## config.mk

```make
export PLATFORM = sky130hd
export DESIGN_NAME = bist_engine
export DESIGN_NICKNAME = d
export VERILOG_FILES = /design/src/rtl/bist_engine.sv
export SDC_FILE = /design/constraint.sdc
export NUM_CORES = 1
export LEC_CHECK = 0
export ABC_AREA = 1
export CAP_MARGIN = 10
export CORE_AREA = 2 2 83 85
export CTS_CLUSTER_DIAMETER = 50
export DETAILED_ROUTE_END_ITERATION = 8
export DIE_AREA = 0 0 85 87
export SLEW_MARGIN = 0
export SYNTH_ARGS = -nofsm -noshare
export SYNTH_HDL_FRONTEND = slang
export SYNTH_SLANG_ARGS = --single-unit
```

## constraint.sdc

```tcl
create_clock -name clk_i -period 1.4 [get_ports clk_i]
set_input_delay 0.21 -clock clk_i [delete_from_list [all_inputs] [get_ports clk_i]]
set_output_delay 0.21 -clock clk_i [all_outputs]
set_load 0.01 [all_outputs]
```

## src/rtl/bist_engine.sv

```systemverilog
// Logic-BIST controller: pattern/scan LFSRs, scan shift/capture sequencing, MISR compaction, golden compare.
// Define BIST_SIG_OUT_EN to expose the live MISR as sig_out_o (held in DONE as the final signature).
module bist_engine #(
  parameter int                 N_IN       = 3,
  parameter int                 N_OUT      = 2,
  parameter int                 LFSR_W     = 16,
  parameter logic [LFSR_W-1:0]  LFSR_POLY  = 16'hB400,
  parameter logic [LFSR_W-1:0]  LFSR_SEED  = 16'hACE1,
  parameter int                 MISR_W     = 16,
  parameter logic [MISR_W-1:0]  MISR_POLY  = 16'hD008,
  parameter int                 SCAN_LEN   = 8,
  parameter int                 N_PATTERNS = 64,
  parameter logic [MISR_W-1:0]  GOLDEN_SIG = 16'h0000
) (
  input  logic             clk_i,
  input  logic             rst_ni,
  input  logic             bist_start_i,
  input  logic [N_IN-1:0]  func_in_i,
  output logic [N_IN-1:0]  dut_in_o,
  output logic             scan_en_o,
  output logic             scan_in_o,
  input  logic             scan_out_i,
  input  logic [N_OUT-1:0] dut_out_i,
  output logic             running_o,
  output logic             bist_end_o,
  output logic             pass_fail_o
`ifdef BIST_SIG_OUT_EN
  ,
  output logic [MISR_W-1:0] sig_out_o
`endif
);

  localparam logic [2:0] ST_IDLE    = 3'd0;
  localparam logic [2:0] ST_INIT    = 3'd1;
  localparam logic [2:0] ST_SHIFT   = 3'd2;
  localparam logic [2:0] ST_CAPTURE = 3'd3;
  localparam logic [2:0] ST_UNLOAD  = 3'd4;
  localparam logic [2:0] ST_COMPARE = 3'd5;
  localparam logic [2:0] ST_DONE    = 3'd6;

  // An all-zero seed would lock the LFSR, so it is replaced by 1.
  localparam logic [LFSR_W-1:0] SCAN_RAW  = ~LFSR_SEED;
  localparam logic [LFSR_W-1:0] PAT_SEED  = (LFSR_SEED == '0) ? LFSR_W'(1) : LFSR_SEED;
  localparam logic [LFSR_W-1:0] SCAN_SEED = (SCAN_RAW == '0) ? LFSR_W'(1) : SCAN_RAW;

  localparam int BIT_W = $clog2(SCAN_LEN + 1);
  localparam int PAT_W = $clog2(N_PATTERNS + 1);
  localparam logic [BIT_W-1:0] BIT_LAST = BIT_W'(SCAN_LEN - 1);
  localparam logic [PAT_W-1:0] PAT_LAST = PAT_W'(N_PATTERNS - 1);

  logic [2:0]        state_q, state_d;
  logic              start_q;
  logic [LFSR_W-1:0] pat_lfsr_q, pat_lfsr_d;
  logic [LFSR_W-1:0] scan_lfsr_q, scan_lfsr_d;
  logic [MISR_W-1:0] misr_q, misr_d;
  logic [BIT_W-1:0]  bit_cnt_q, bit_cnt_d;
  logic [PAT_W-1:0]  pat_cnt_q, pat_cnt_d;
  logic              pass_q, pass_d;
  logic              start_rise;
  logic [MISR_W-1:0] misr_in;
  logic [MISR_W-1:0] misr_next;

  function automatic logic [LFSR_W-1:0] lfsr_step(input logic [LFSR_W-1:0] v);
    return (v >> 1) ^ (v[0] ? LFSR_POLY : '0);
  endfunction

  assign start_rise = bist_start_i & ~start_q;
  assign misr_in    = MISR_W'({dut_out_i, scan_out_i});
  assign misr_next  = (misr_q >> 1) ^ (misr_q[0] ? MISR_POLY : '0) ^ misr_in;

  always_comb begin
    state_d     = state_q;
    pat_lfsr_d  = pat_lfsr_q;
    scan_lfsr_d = scan_lfsr_q;
    misr_d      = misr_q;
    bit_cnt_d   = bit_cnt_q;
    pat_cnt_d   = pat_cnt_q;
    pass_d      = pass_q;
    case (state_q)
      ST_IDLE, ST_DONE: begin
        if (start_rise) begin
          state_d = ST_INIT;
          pass_d  = 1'b0;
        end
      end
      ST_INIT: begin
        pat_lfsr_d  = PAT_SEED;
        scan_lfsr_d = SCAN_SEED;
        misr_d      = '0;
        bit_cnt_d   = '0;
        pat_cnt_d   = '0;
        state_d     = ST_SHIFT;
      end
      ST_SHIFT, ST_UNLOAD: begin
        scan_lfsr_d = lfsr_step(scan_lfsr_q);
        misr_d      = misr_next;
        if (bit_cnt_q == BIT_LAST) begin
          bit_cnt_d = '0;
          state_d   = (state_q == ST_SHIFT) ? ST_CAPTURE : ST_COMPARE;
        end else begin
          bit_cnt_d = bit_cnt_q + BIT_W'(1);
        end
      end
      ST_CAPTURE: begin
        misr_d     = misr_next;
        pat_lfsr_d = lfsr_step(pat_lfsr_q);
        if (pat_cnt_q == PAT_LAST) begin
          state_d = ST_UNLOAD;
        end else begin
          pat_cnt_d = pat_cnt_q + PAT_W'(1);
          state_d   = ST_SHIFT;
        end
      end
      ST_COMPARE: begin
        pass_d  = (misr_q == GOLDEN_SIG);
        state_d = ST_DONE;
      end
      default: state_d = ST_IDLE;
    endcase
  end

  always_ff @(posedge clk_i or negedge rst_ni) begin
    if (!rst_ni) begin
      state_q     <= ST_IDLE;
      start_q     <= 1'b0;
      pat_lfsr_q  <= PAT_SEED;
      scan_lfsr_q <= SCAN_SEED;
      misr_q      <= '0;
      bit_cnt_q   <= '0;
      pat_cnt_q   <= '0;
      pass_q      <= 1'b0;
    end else begin
      state_q     <= state_d;
      start_q     <= bist_start_i;
      pat_lfsr_q  <= pat_lfsr_d;
      scan_lfsr_q <= scan_lfsr_d;
      misr_q      <= misr_d;
      bit_cnt_q   <= bit_cnt_d;
      pat_cnt_q   <= pat_cnt_d;
      pass_q      <= pass_d;
    end
  end

  assign running_o   = (state_q != ST_IDLE) && (state_q != ST_DONE);
  assign scan_en_o   = (state_q == ST_SHIFT) || (state_q == ST_UNLOAD);
  assign bist_end_o  = (state_q == ST_DONE);
  assign pass_fail_o = pass_q;
  assign scan_in_o   = running_o & scan_lfsr_q[0];
  assign dut_in_o    = running_o ? pat_lfsr_q[N_IN-1:0] : func_in_i;

`ifdef BIST_SIG_OUT_EN
  assign sig_out_o = misr_q;
`endif

endmodule

```

==> results of run 1 <==
## per-stage QoR
stage	worst slack, ns	area, um2	util [%]
after floorplan	0.0437	2820	-
after global placement	-0.270	3370	51.2
after detailed placement	-0.301	3370	51.2
after CTS	-0.235	3830	58.2
after global routing	-0.338	4150	63.2
final	-0.264	4150	63.2
## Yosys cell counts (6+ instances only)
cell type	instances	area [um2]
nor2_1	24	90.1
o21ai_1	11	55.1
nand2_1	68	255
nand3_1	12	60.1
o22ai_1	11	68.8
inv_1	41	154
dfstp_2	16	420
dfrtp_1	48	1200
xnor2_1	8	70.1
o21ai_0	26	130
o22a_1	7	61.3
a21oi_1	6	30.0
## power by group
part,internal (uW),switching (uW),leakage (uW)
logic,2470,2650,0.00103
registers,2640,365,0.000805
clock network,1060,757,0.000105
total,6170,3780,0.00194
## cell type report
cell class	instances	area, um2
clock inverters	6	91.3
clock buffers	10	138
repair inverters	1	6.26
flip-flops and latches	64	1620
multi-input cells	194	1290
well taps	80	100
repair buffers	74	722
fillers	518	2420
inverters	46	181
## critical path: cells and delay by family, from the launching register on
kind / cells / cell delay [ns]
compound gates: 1 / 0.04
buf+inv: 2 / 0.26
flops: 1 / 0.43
simple gates: 4 / 0.37
## routing by layer
layer,track usage [%],wire length (um),share of wire (%),up-vias
met5,0,0,0,-
met4,9.52,209,3.2,0
met3,2.84,174,2.6,17
met2,28.3,3130,48,33
met1,24.7,3070,47,1140
li1,-,-,-,1168
## flip-flops by register name (all words and copies together) (netlist names)
name	cells
pat_lfsr_q	16
pass_fail_o	1
scan_lfsr_q	16
state_q	3
misr_q	16
bit_cnt_q	4
start_q	1
pat_cnt_q	7
## kinds of logic after synthesis
group,count (synthesis),synth area share (%)
xor+xnor,13,4.05
flops,64,57.6
buf+inv,52,7.38
fa+ha+maj,2,0.889
compound gates,65,13.3
simple gates,113,16.7
## worst paths after layout
check	to	startpoint	depth (start not counted)	slack, ns
max	dut_in_o[2]	state_q[1]	7	-0.26
max in group asynchronous	scan_lfsr_q[3]	rst_ni	3	0.72
min in group asynchronous	pat_cnt_q[2]	rst_ni	3	0.37
max reg2reg	misr_q[13]	state_q[0]	9	-0.17
min reg2reg	misr_q[9]	misr_q[10]	2	0.48
min	start_q	bist_start_i	1	0.33
## what timing repair did
| item | in CTS | in global routing |
|---|---|---|
| pin swaps | 8 | 17 |
| endpoints found under the hold margin | 48 | 0 |
| endpoints found under the setup margin | 33 | 65 |
| buffers inserted | 7 | 12 |
| gates cloned | 1 | 5 |
| hold buffers | 1 | 0 |
| gates resized for setup | 86 | 62 |
==> results.md, run 1 <==
* Status: finished with violations
* Failing checks: negative setup slack
* Syn nets at between 300 and 400
* Worst-path cell chain: nor2_2 -> nand2_1 -> nand2_2 -> buf_6 -> nand2_2 -> o21ai_2 -> buf_2
* Final Hold Viols at 0
* Number of global-route vias before repair at around 2300
* Placer Congestion at 0.754
* Cell mode on critical path: nand2_2
* Via count at approximately 2400
* Fin. max-slew vios at 0
* Synthesized area per cell at between 9 and 10 um2
* IO buf count at 16
* DP HPWL at 3.89 mm
* IO Count at 17
* Design Power at slightly below 10000 uW
* Grt ovf at 0
* Layout cell share with drive strength beyond 1 at a little over two fifths
* Commonest non-fill, non-tap cell in the layout: nand2_1
* Crit path kind: flip-flop to output pin
* Final worst-path cycle share at 119%
* # diodes at 0
* WL per Instance at around 14 um
* CTS Buf Count at 9
* Horiz. Die Dim at 85 um
* Synth-to-Final Area Change at 47.4%
* Largest net degree at the start of global routing at 42
* CTS clk-pin slew, worst paths at ~0.07 ns
* Die ar. at between 0.007 and 0.008 mm2
* Arrival time worst endpoint at between 1 and 1.5 ns
* Post-synth EDFFs at 0
* Via density at 4.96
* Mapped Cells at 309
* Critical path's largest stage delay at 0.43 ns
* GR Util All Layers at a little under a fifth
* Power Dens Cells at about 2400 mW/mm2
* CP required at between 1 and 1.5 ns
* First-pass GRT wire length at around 10 mm
* Initial antenna violation count at 0
* Startpoint types: flip-flop
* Final setup skew at about 0.0066 ns
* Core footprint at around 0.0066 mm2
* Yosys Warn Count at 0
* Final Hold Slack at approximately 0.33 ns
* Placed Cells at 436
* Slew margin rel. at a little over four fifths
* 1st-iter DRT viols at 73
* Final setup vio count at 60
* Yosys cell types at 25
* Worst setup EP type: output pin
* Rows at 30
* Final net count at 401
* Static leakage at a little under 0.002 uW
* Mapped cell area at around 0.0028 mm2
* Post-route ant nets at 0
* Slew @ Worst Pin at 0.230 ns
* Max Cap Viol at 0
* RSZ-0062 raised after global routing: yes
* Max Buffers Root-to-Sink at 2
* Yosys reg bits at 64
* Post-Layout Cell Count at between 400 and 500
* Main synth FF type: dfrtp_1
* Root Driver: clkbuf_8
* Initial Util at a little over two fifths
* Most frequent cells in the layout: 52 x nand2_1, 48 x dfrtp_1, 38 x inv_1
* Total Wirelength at around 6.6 mm
* # DRC at 0
* Setup WS post-layout at -0.264 ns
* Worst skew pair latency at between 0.3 and 0.4 ns
* Drt pass-1 iters at 4
* DIE HEIGHT at 87 um
* Worst path slowest cell: dfrtp_1
* Sequential fraction of the synthesis area at between 50 and 60%
* Peak VDD IR at between 0.001 and 0.0015 V
* Setup TNS at -6.14 ns
* H-Tree Level Count at 3
* Clock Sinks at 64
* Tmin final at between 1.5 and 2 ns
* Hold Path Class: input port to flip-flop
* TritonCTS clock tree: done
* Synth async-reset ratio at 100%
* Max Freq at about 600 MHz
* CP Max Fanout at 5
(Power assumes the default switching activity.)
==> run 2: changes to the inputs <==
Settings changed: CORE_AREA 2 2 83 85 to 2 2 87 89, DIE_AREA 0 0 85 87 to 0 0 89 91.
==> results.md, run 2 (synthesis results as in run 1) <==
* Clock Sinks at 64 (unchanged)
* Peak VDD IR at 0.000869 V (was 0.00136 V)
* Slew margin rel. at 76.8% (was 84.6%)
* Root Driver: clkbuf_8 (unchanged)
* DP HPWL at 3.78 mm (was 3.89 mm)
* Combinational Power Share at 52.8% (was 51.6%)
* RSZ-0062 raised after global routing: yes (unchanged)
* Layout cell share with drive strength beyond 1 at 44.4% (was 42.0%)
* Final setup vio count at 34 (was 60)
* Worst skew pair latency at 0.34 ns (about the same)
* Setup slack, reg-to-reg at -0.11 ns (was -0.17 ns)
* DIE HEIGHT at 91 um (was 87 um)
* Final Hold Slack at 0.389 ns (was 0.331 ns)
* Tmin final at 1.61 ns (was 1.66 ns)
* Hold Path Depth at 1 (unchanged)
* Commonest non-fill, non-tap cell in the layout: nand2_1 (unchanged)
* Status: finished with violations (unchanged)
* Failing checks: negative setup slack (unchanged)
* Core footprint at 0.00714 mm2 (was 0.00657 mm2)
* First-pass GRT wire length at 10.9 mm (was 10.5 mm)
* # DRC at 0 (unchanged)
* Number of global-route vias before repair at 2280 (was 2290)
* Setup TNS at -3.02 ns (was -6.14 ns)
* Max Cap Viol at 0 (unchanged)
* # diodes at 0 (unchanged)
* Hold Path Class: input port to flip-flop (unchanged)
* Post-route ant nets at 0 (unchanged)
* Crit path kind: flip-flop to output pin (unchanged)
* WL per Instance at 13.6 um (was 13.9 um)
* Most frequent cells in the layout: 47 x nand2_1, 45 x dfrtp_1, 39 x inv_1 (was 52 x nand2_1, 48 x dfrtp_1, 38 x inv_1)
* Worst setup EP type: output pin (unchanged)
* Initial antenna violation count at 0 (unchanged)
* Initial Util at 39.4% (was 42.8%)
* CTS Buf Count at 9 (unchanged)
* Fin. max-slew vios at 0 (unchanged)
* Largest net degree at the start of global routing at 65 (was 42)
* Hold EP: start_q (unchanged)
* GR Util All Layers at 17.6% (was 18.2%)
* Horiz. Die Dim at 89 um (was 85 um)
* Rows at 31 (was 30)
* Power Dens Cells at 2340 mW/mm2 (was 2400 mW/mm2)
* Hold_sp: bist_start_i (unchanged)
* Arrival time worst endpoint at 1.40 ns (was 1.45 ns)
* Static leakage at 0.00191 uW (was 0.00194 uW)
* Final net count at 396 (was 401)
* Final Core Density at 58.5% (was 63.2%)
* Synth-to-Final Area Change at 48.3% (was 47.4%)
* Slew @ Worst Pin at 0.344 ns (was 0.230 ns)
* Drt pass-1 iters at 4 (unchanged)
* Grt ovf at 0 (unchanged)
* Setup WS post-layout at -0.210 ns (was -0.264 ns)
* Final setup skew at 0.00523 ns (was 0.00663 ns)
* Design Power at 9790 uW (was 9950 uW)
* Clock power share at 16.1% (was 18.2%)
* Final worst-path cycle share at 115% (was 119%)
* R2R depth at 9 (unchanged)
* Max Freq at 621 MHz (was 601 MHz)
* Reg power frac at 31.1% (was 30.2%)
* Via density at 4.78 (was 4.96)
* Final Hold Viols at 0 (unchanged)
* 1st-iter DRT viols at 96 (was 73)
* Via count at 2337 (was 2358)
* Startpoint types: flip-flop (unchanged)
* CP Max Fanout at 4 (was 5)
* Biggest regs: misr_q x16, pat_lfsr_q x16, scan_lfsr_q x16 (unchanged)
* IO buf count at 16 (unchanged)
* CTS clk-pin slew, worst paths at 0.07 ns (about the same)
* Placer Congestion at 0.771 (was 0.754)
* Reg2reg end: misr_q[14] (was misr_q[13])
* H-Tree Level Count at 3 (unchanged)
* IO Count at 17 (unchanged)
* Die ar. at 0.00810 mm2 (was 0.00740 mm2)
* CP required at 1.19 ns (about the same)
* Internal power at 5870 uW (was 6170 uW)
* Crit Reg-Reg Startpoint: state_q[2] (was state_q[0])
* TritonCTS clock tree: done (unchanged)
* Max Buffers Root-to-Sink at 2 (unchanged)
* Sw Pwr at 3920 uW (was 3780 uW)
* Sw Ratio at 40.0% (was 38.0%)
* Total Wirelength at 6.65 mm (was 6.59 mm)
run 2: cell types whose count changed in the layout (fill, tap and decap cells not counted), sizes merged:
cell,previous run,this run
clkbuf,11,10
inv,46,44
clkinv,1,5
buf,64,59
bufinv,2,1
clkinvlp,4,3
nand2,72,73
run 2: worst max-delay path, stage by stage, from the launching register on:
cell,delay (ns)
dfrtp_2,0.45
buf_4,0.16
nand3_4,0.11
nand2_4,0.09
o21ai_1,0.11
buf_2,0.14
run 2: worst max-delay path by stage:
stage / startpoint / slack, ns / endpoint
floorplan: pat_cnt_q[0] / 0.04 / pat_cnt_q[5]
global placement: state_q[1] / -0.34 / dut_in_o[0]
detailed placement: state_q[1] / -0.38 / dut_in_o[1]
CTS: state_q[0] / -0.23 / dut_in_o[0]
global route: state_q[1] / -0.28 / dut_in_o[0]
finish: state_q[1] / -0.21 / dut_in_o[2]
run 2: layout make-up:
type,instances,area [um2]
Fill cell,601,2960
Clock inverter,7,72.6
Sequential cell,64,1630
Timing Repair Buffer,69,663
Tap cell,99,124
Inverter,46,189
Multi-Input combinational cell,195,1380
Clock buffer,9,124
run 2: timing repair:
action,in CTS,in global routing
gates resized for setup,102,74
hold endpoints to repair,48,0
setup endpoints to repair,36,59
hold buffers,1,0
setup buffers,6,13
gates cloned,4,1
pin swaps,8,18
run 2: power by group through the flow:
stage                     Sequential, uW  Clock (uW)  Combinational [uW]
after global routing                3140        1700                5660
final                               3040        1580                5170
after global placement              3000           0                3370
after detailed placement            3020           0                3410
after floorplan                     2990           0                2020
after CTS                           3010        1610                4340
run 2: metrics by stage:
step | cell area [um2] | std cells | setup WS, ns
after floorplan | 2820 | 309 | 0.0437
after global placement | 3350 | 452 | -0.337
after detailed placement | 3350 | 452 | -0.378
after CTS | 3830 | 478 | -0.234
after global routing | 4170 | 489 | -0.277
final | 4170 | 489 | -0.210
run 2: per-layer routing:
metal  track usage [%]  part of all wire, %  vias to the layer above
met3              4.09                  2.3                       14
met2              24.9                   48                       26
met1              25.1                   48                     1130
li1                  -                    -                     1167
met4              8.83                  2.3                        0
met5                 0                    0                        -
==> run 3: changes to the inputs <==
--- a/config.mk
+++ b/config.mk
@@ -16,2 +16,3 @@
 export SYNTH_HDL_FRONTEND = slang
 export SYNTH_SLANG_ARGS = --single-unit
+export TNS_END_PERCENT = 20
==> constraint.sdc (replaced) <==
create_clock -name clk_i -period 1.4 [get_ports clk_i]
set_input_delay 0.14 -clock clk_i [delete_from_list [all_inputs] [get_ports clk_i]]
set_output_delay 0.14 -clock clk_i [all_outputs]
set_load 0.01 [all_outputs]
==> results.md, run 3 (synthesis results as in run 1) <==
* Register area at 0.00163 mm2 (unchanged)
* Drt pass-1 iters at 4 (unchanged)
* Combinational Power Share at 49.2% (was 52.8%)
* Biggest regs: misr_q x16, pat_lfsr_q x16, scan_lfsr_q x16 (unchanged)
* # diodes at 0 (unchanged)
* Reg power frac at 33.7% (was 31.1%)
* Final setup skew at 0.0114 ns (was 0.00523 ns)
* Hold_sp: bist_start_i (unchanged)
* Multi-input combinational cell area at 0.00122 mm2 (was 0.00138 mm2)
* Synth-to-Final Area Change at 39.9% (was 48.3%)
* First-pass GRT wire length at 10.5 mm (was 10.9 mm)
* Hold Path Depth at 1 (unchanged)
* # DRC at 0 (unchanged)
* CTS Buf Count at 9 (unchanged)
* IO buf count at 16 (unchanged)
* CP required at 1.26 ns (was 1.19 ns)
* Worst setup EP type: output pin (unchanged)
* Sw Ratio at 38.2% (was 40.0%)
* Fillers at 635 (was 601)
* H-Tree Level Count at 3 (unchanged)
* Sw Pwr at 3440 uW (was 3920 uW)
* Max Buffers Root-to-Sink at 2 (unchanged)
* DP HPWL at 3.85 mm (was 3.78 mm)
* Placer Congestion at 0.787 (was 0.771)
* Initial antenna violation count at 0 (unchanged)
* Clock Sinks at 64 (unchanged)
* Critical path's largest stage delay at 0.47 ns (was 0.45 ns)
* Post-Layout Cell Count at 481 (was 489)
* TritonCTS clock tree: done (unchanged)
* Setup slack, reg-to-reg at -0.05 ns (was -0.11 ns)
* Final setup vio count at 21 (was 34)
* Final net count at 388 (was 396)
* Placed Cells at 452 (unchanged)
* Root Driver: clkbuf_8 (unchanged)
* Peak VDD IR at 0.000843 V (was 0.000869 V)
* Via density at 4.70 (was 4.78)
* CTS clk-pin slew, worst paths at 0.07 ns (about the same)
* IO Count at 17 (unchanged)
* Setup TNS at -1.25 ns (was -3.02 ns)
* RSZ-0062 raised after global routing: yes (unchanged)
* Max Cap Viol at 0 (unchanged)
* Status: finished with violations (unchanged)
* GR Util All Layers at 16.6% (was 17.6%)
* Final worst-path cycle share at 113% (was 115%)
* Slew @ Worst Pin at 0.354 ns (was 0.344 ns)
* DIE HEIGHT at 91 um (unchanged)
* Largest net degree at the start of global routing at 65 (unchanged)
* Max Freq at 635 MHz (was 621 MHz)
* Horiz. Die Dim at 89 um (unchanged)
* Tmin final at 1.58 ns (was 1.61 ns)
* Via count at 2259 (was 2337)
* Initial Util at 39.4% (unchanged)
* CP Max Fanout at 5 (was 4)
* Commonest non-fill, non-tap cell in the layout: nand2_1 (unchanged)
* Internal power at 5580 uW (was 5870 uW)
* Worst skew pair latency at 0.34 ns (about the same)
* Die ar. at 0.00810 mm2 (unchanged)
* Hold Path Class: input port to flip-flop (unchanged)
* Slew margin rel. at 76.4% (was 76.8%)
* Clock power share at 17.2% (was 16.1%)
* Power Dens Cells at 2290 mW/mm2 (was 2340 mW/mm2)
* Bufs and invs on worst path at 2 (unchanged)
* Post-route ant nets at 0 (unchanged)
* Arrival time worst endpoint at 1.44 ns (was 1.40 ns)
* Crit Reg-Reg Startpoint: state_q[1] (was state_q[2])
* CP startpoint: state_q[1] (unchanged)
* Worst-path cell chain: nor2_4 -> nand2_4 -> nand2_4 -> buf_4 -> nor2_2 -> buf_2 (was buf_4 -> nand3_4 -> nand2_4 -> o21ai_1 -> buf_2)
* WL per Instance at 13.0 um (was 13.6 um)
* Worst slack, placed at -0.309 ns (was -0.378 ns)
* Worst path slowest cell: dfrtp_2 (unchanged)
* Failing checks: negative setup slack (unchanged)
* Delay-heaviest family, CP: flip-flops (unchanged)
* Grt ovf at 0 (unchanged)
* Setup WS post-layout at -0.175 ns (was -0.210 ns)
* Layout cell share with drive strength beyond 1 at 35.1% (was 44.4%)
* Hold EP: start_q (unchanged)
* Startpoint types: flip-flop (unchanged)
* Final Hold Slack at 0.316 ns (was 0.389 ns)
* Cell mode on critical path: nand2_4
* R2R depth at 10 (was 9)
* Reg2reg end: scan_lfsr_q[14] (was misr_q[14])
* Final Hold Viols at 0 (unchanged)
* Number of global-route vias before repair at 2262 (was 2280)
* Total Wirelength at 6.23 mm (was 6.65 mm)
* Rows at 31 (unchanged)
* 1st-iter DRT viols at 109 (was 96)
* Fin. max-slew vios at 0 (unchanged)
* Design Power at 9030 uW (was 9790 uW)
* Most frequent cells in the layout: 55 x nand2_1, 45 x dfrtp_1, 37 x inv_1 (was 47 x nand2_1, 45 x dfrtp_1, 39 x inv_1)
* Core footprint at 0.00714 mm2 (unchanged)
* Crit path kind: flip-flop to output pin (unchanged)
* Static leakage at 0.00182 uW (was 0.00191 uW)
## run 3: worst max path at each step
stage / end / slack (ns) / depth (start not counted)
after floorplan: pat_cnt_q[5] / 0.04 / 6
after global placement: dut_in_o[0] / -0.26 / 6
after detailed placement: dut_in_o[0] / -0.31 / 6
after CTS: dut_in_o[1] / -0.14 / 6
after global routing: scan_in_o / -0.23 / 6
final: scan_in_o / -0.18 / 6
## run 3: metrics by stage
stage | cell area (um2) | util [%]
3_5_place_dp | 3350 | 47.0
2_1_floorplan | 2820 | -
3_3_place_gp | 3350 | 47.0
4_1_cts | 3630 | 50.8
5_1_grt | 3940 | 55.2
6_report | 3940 | 55.2
## run 3: area by class of cell
class / instances / area share (%)
repair buffers: 62 / 14.8
well taps: 99 / 3.15
multi-input cells: 194 / 31.1
clock buffers: 12 / 3.69
inverters: 46 / 4.80
flip-flops and latches: 64 / 41.3
clock inverters: 4 / 1.14
## run 3: repair_timing
item | CTS | global route
gates resized for setup | 58 | 73
endpoints found under the setup margin | 17 | 67
hold endpoints to repair | 48 | 0
pin swaps | 4 | 16
buffers inserted | 3 | 8
cloned | 1 | 1
hold buffers | 1 | 0
## run 3: power groups by stage
stage                     logic [uW]  registers (uW)  clock network, uW
after global placement          3370            3000                  0
after detailed placement        3420            3020                  0
after CTS                       3650            3000               1590
final                           4440            3040               1550
after global routing            4920            3130               1690
after floorplan                 2020            2990                  0
## run 3: per-layer routing
metal / vias up / track usage (%) / part of all wire (%)
met2: 22 / 24.1 / 47
li1: 1136 / - / -
met3: 7 / 3.36 / 2.1
met5: - / 0 / 0
met4: 0 / 7.09 / 1.6
met1: 1094 / 24.0 / 49
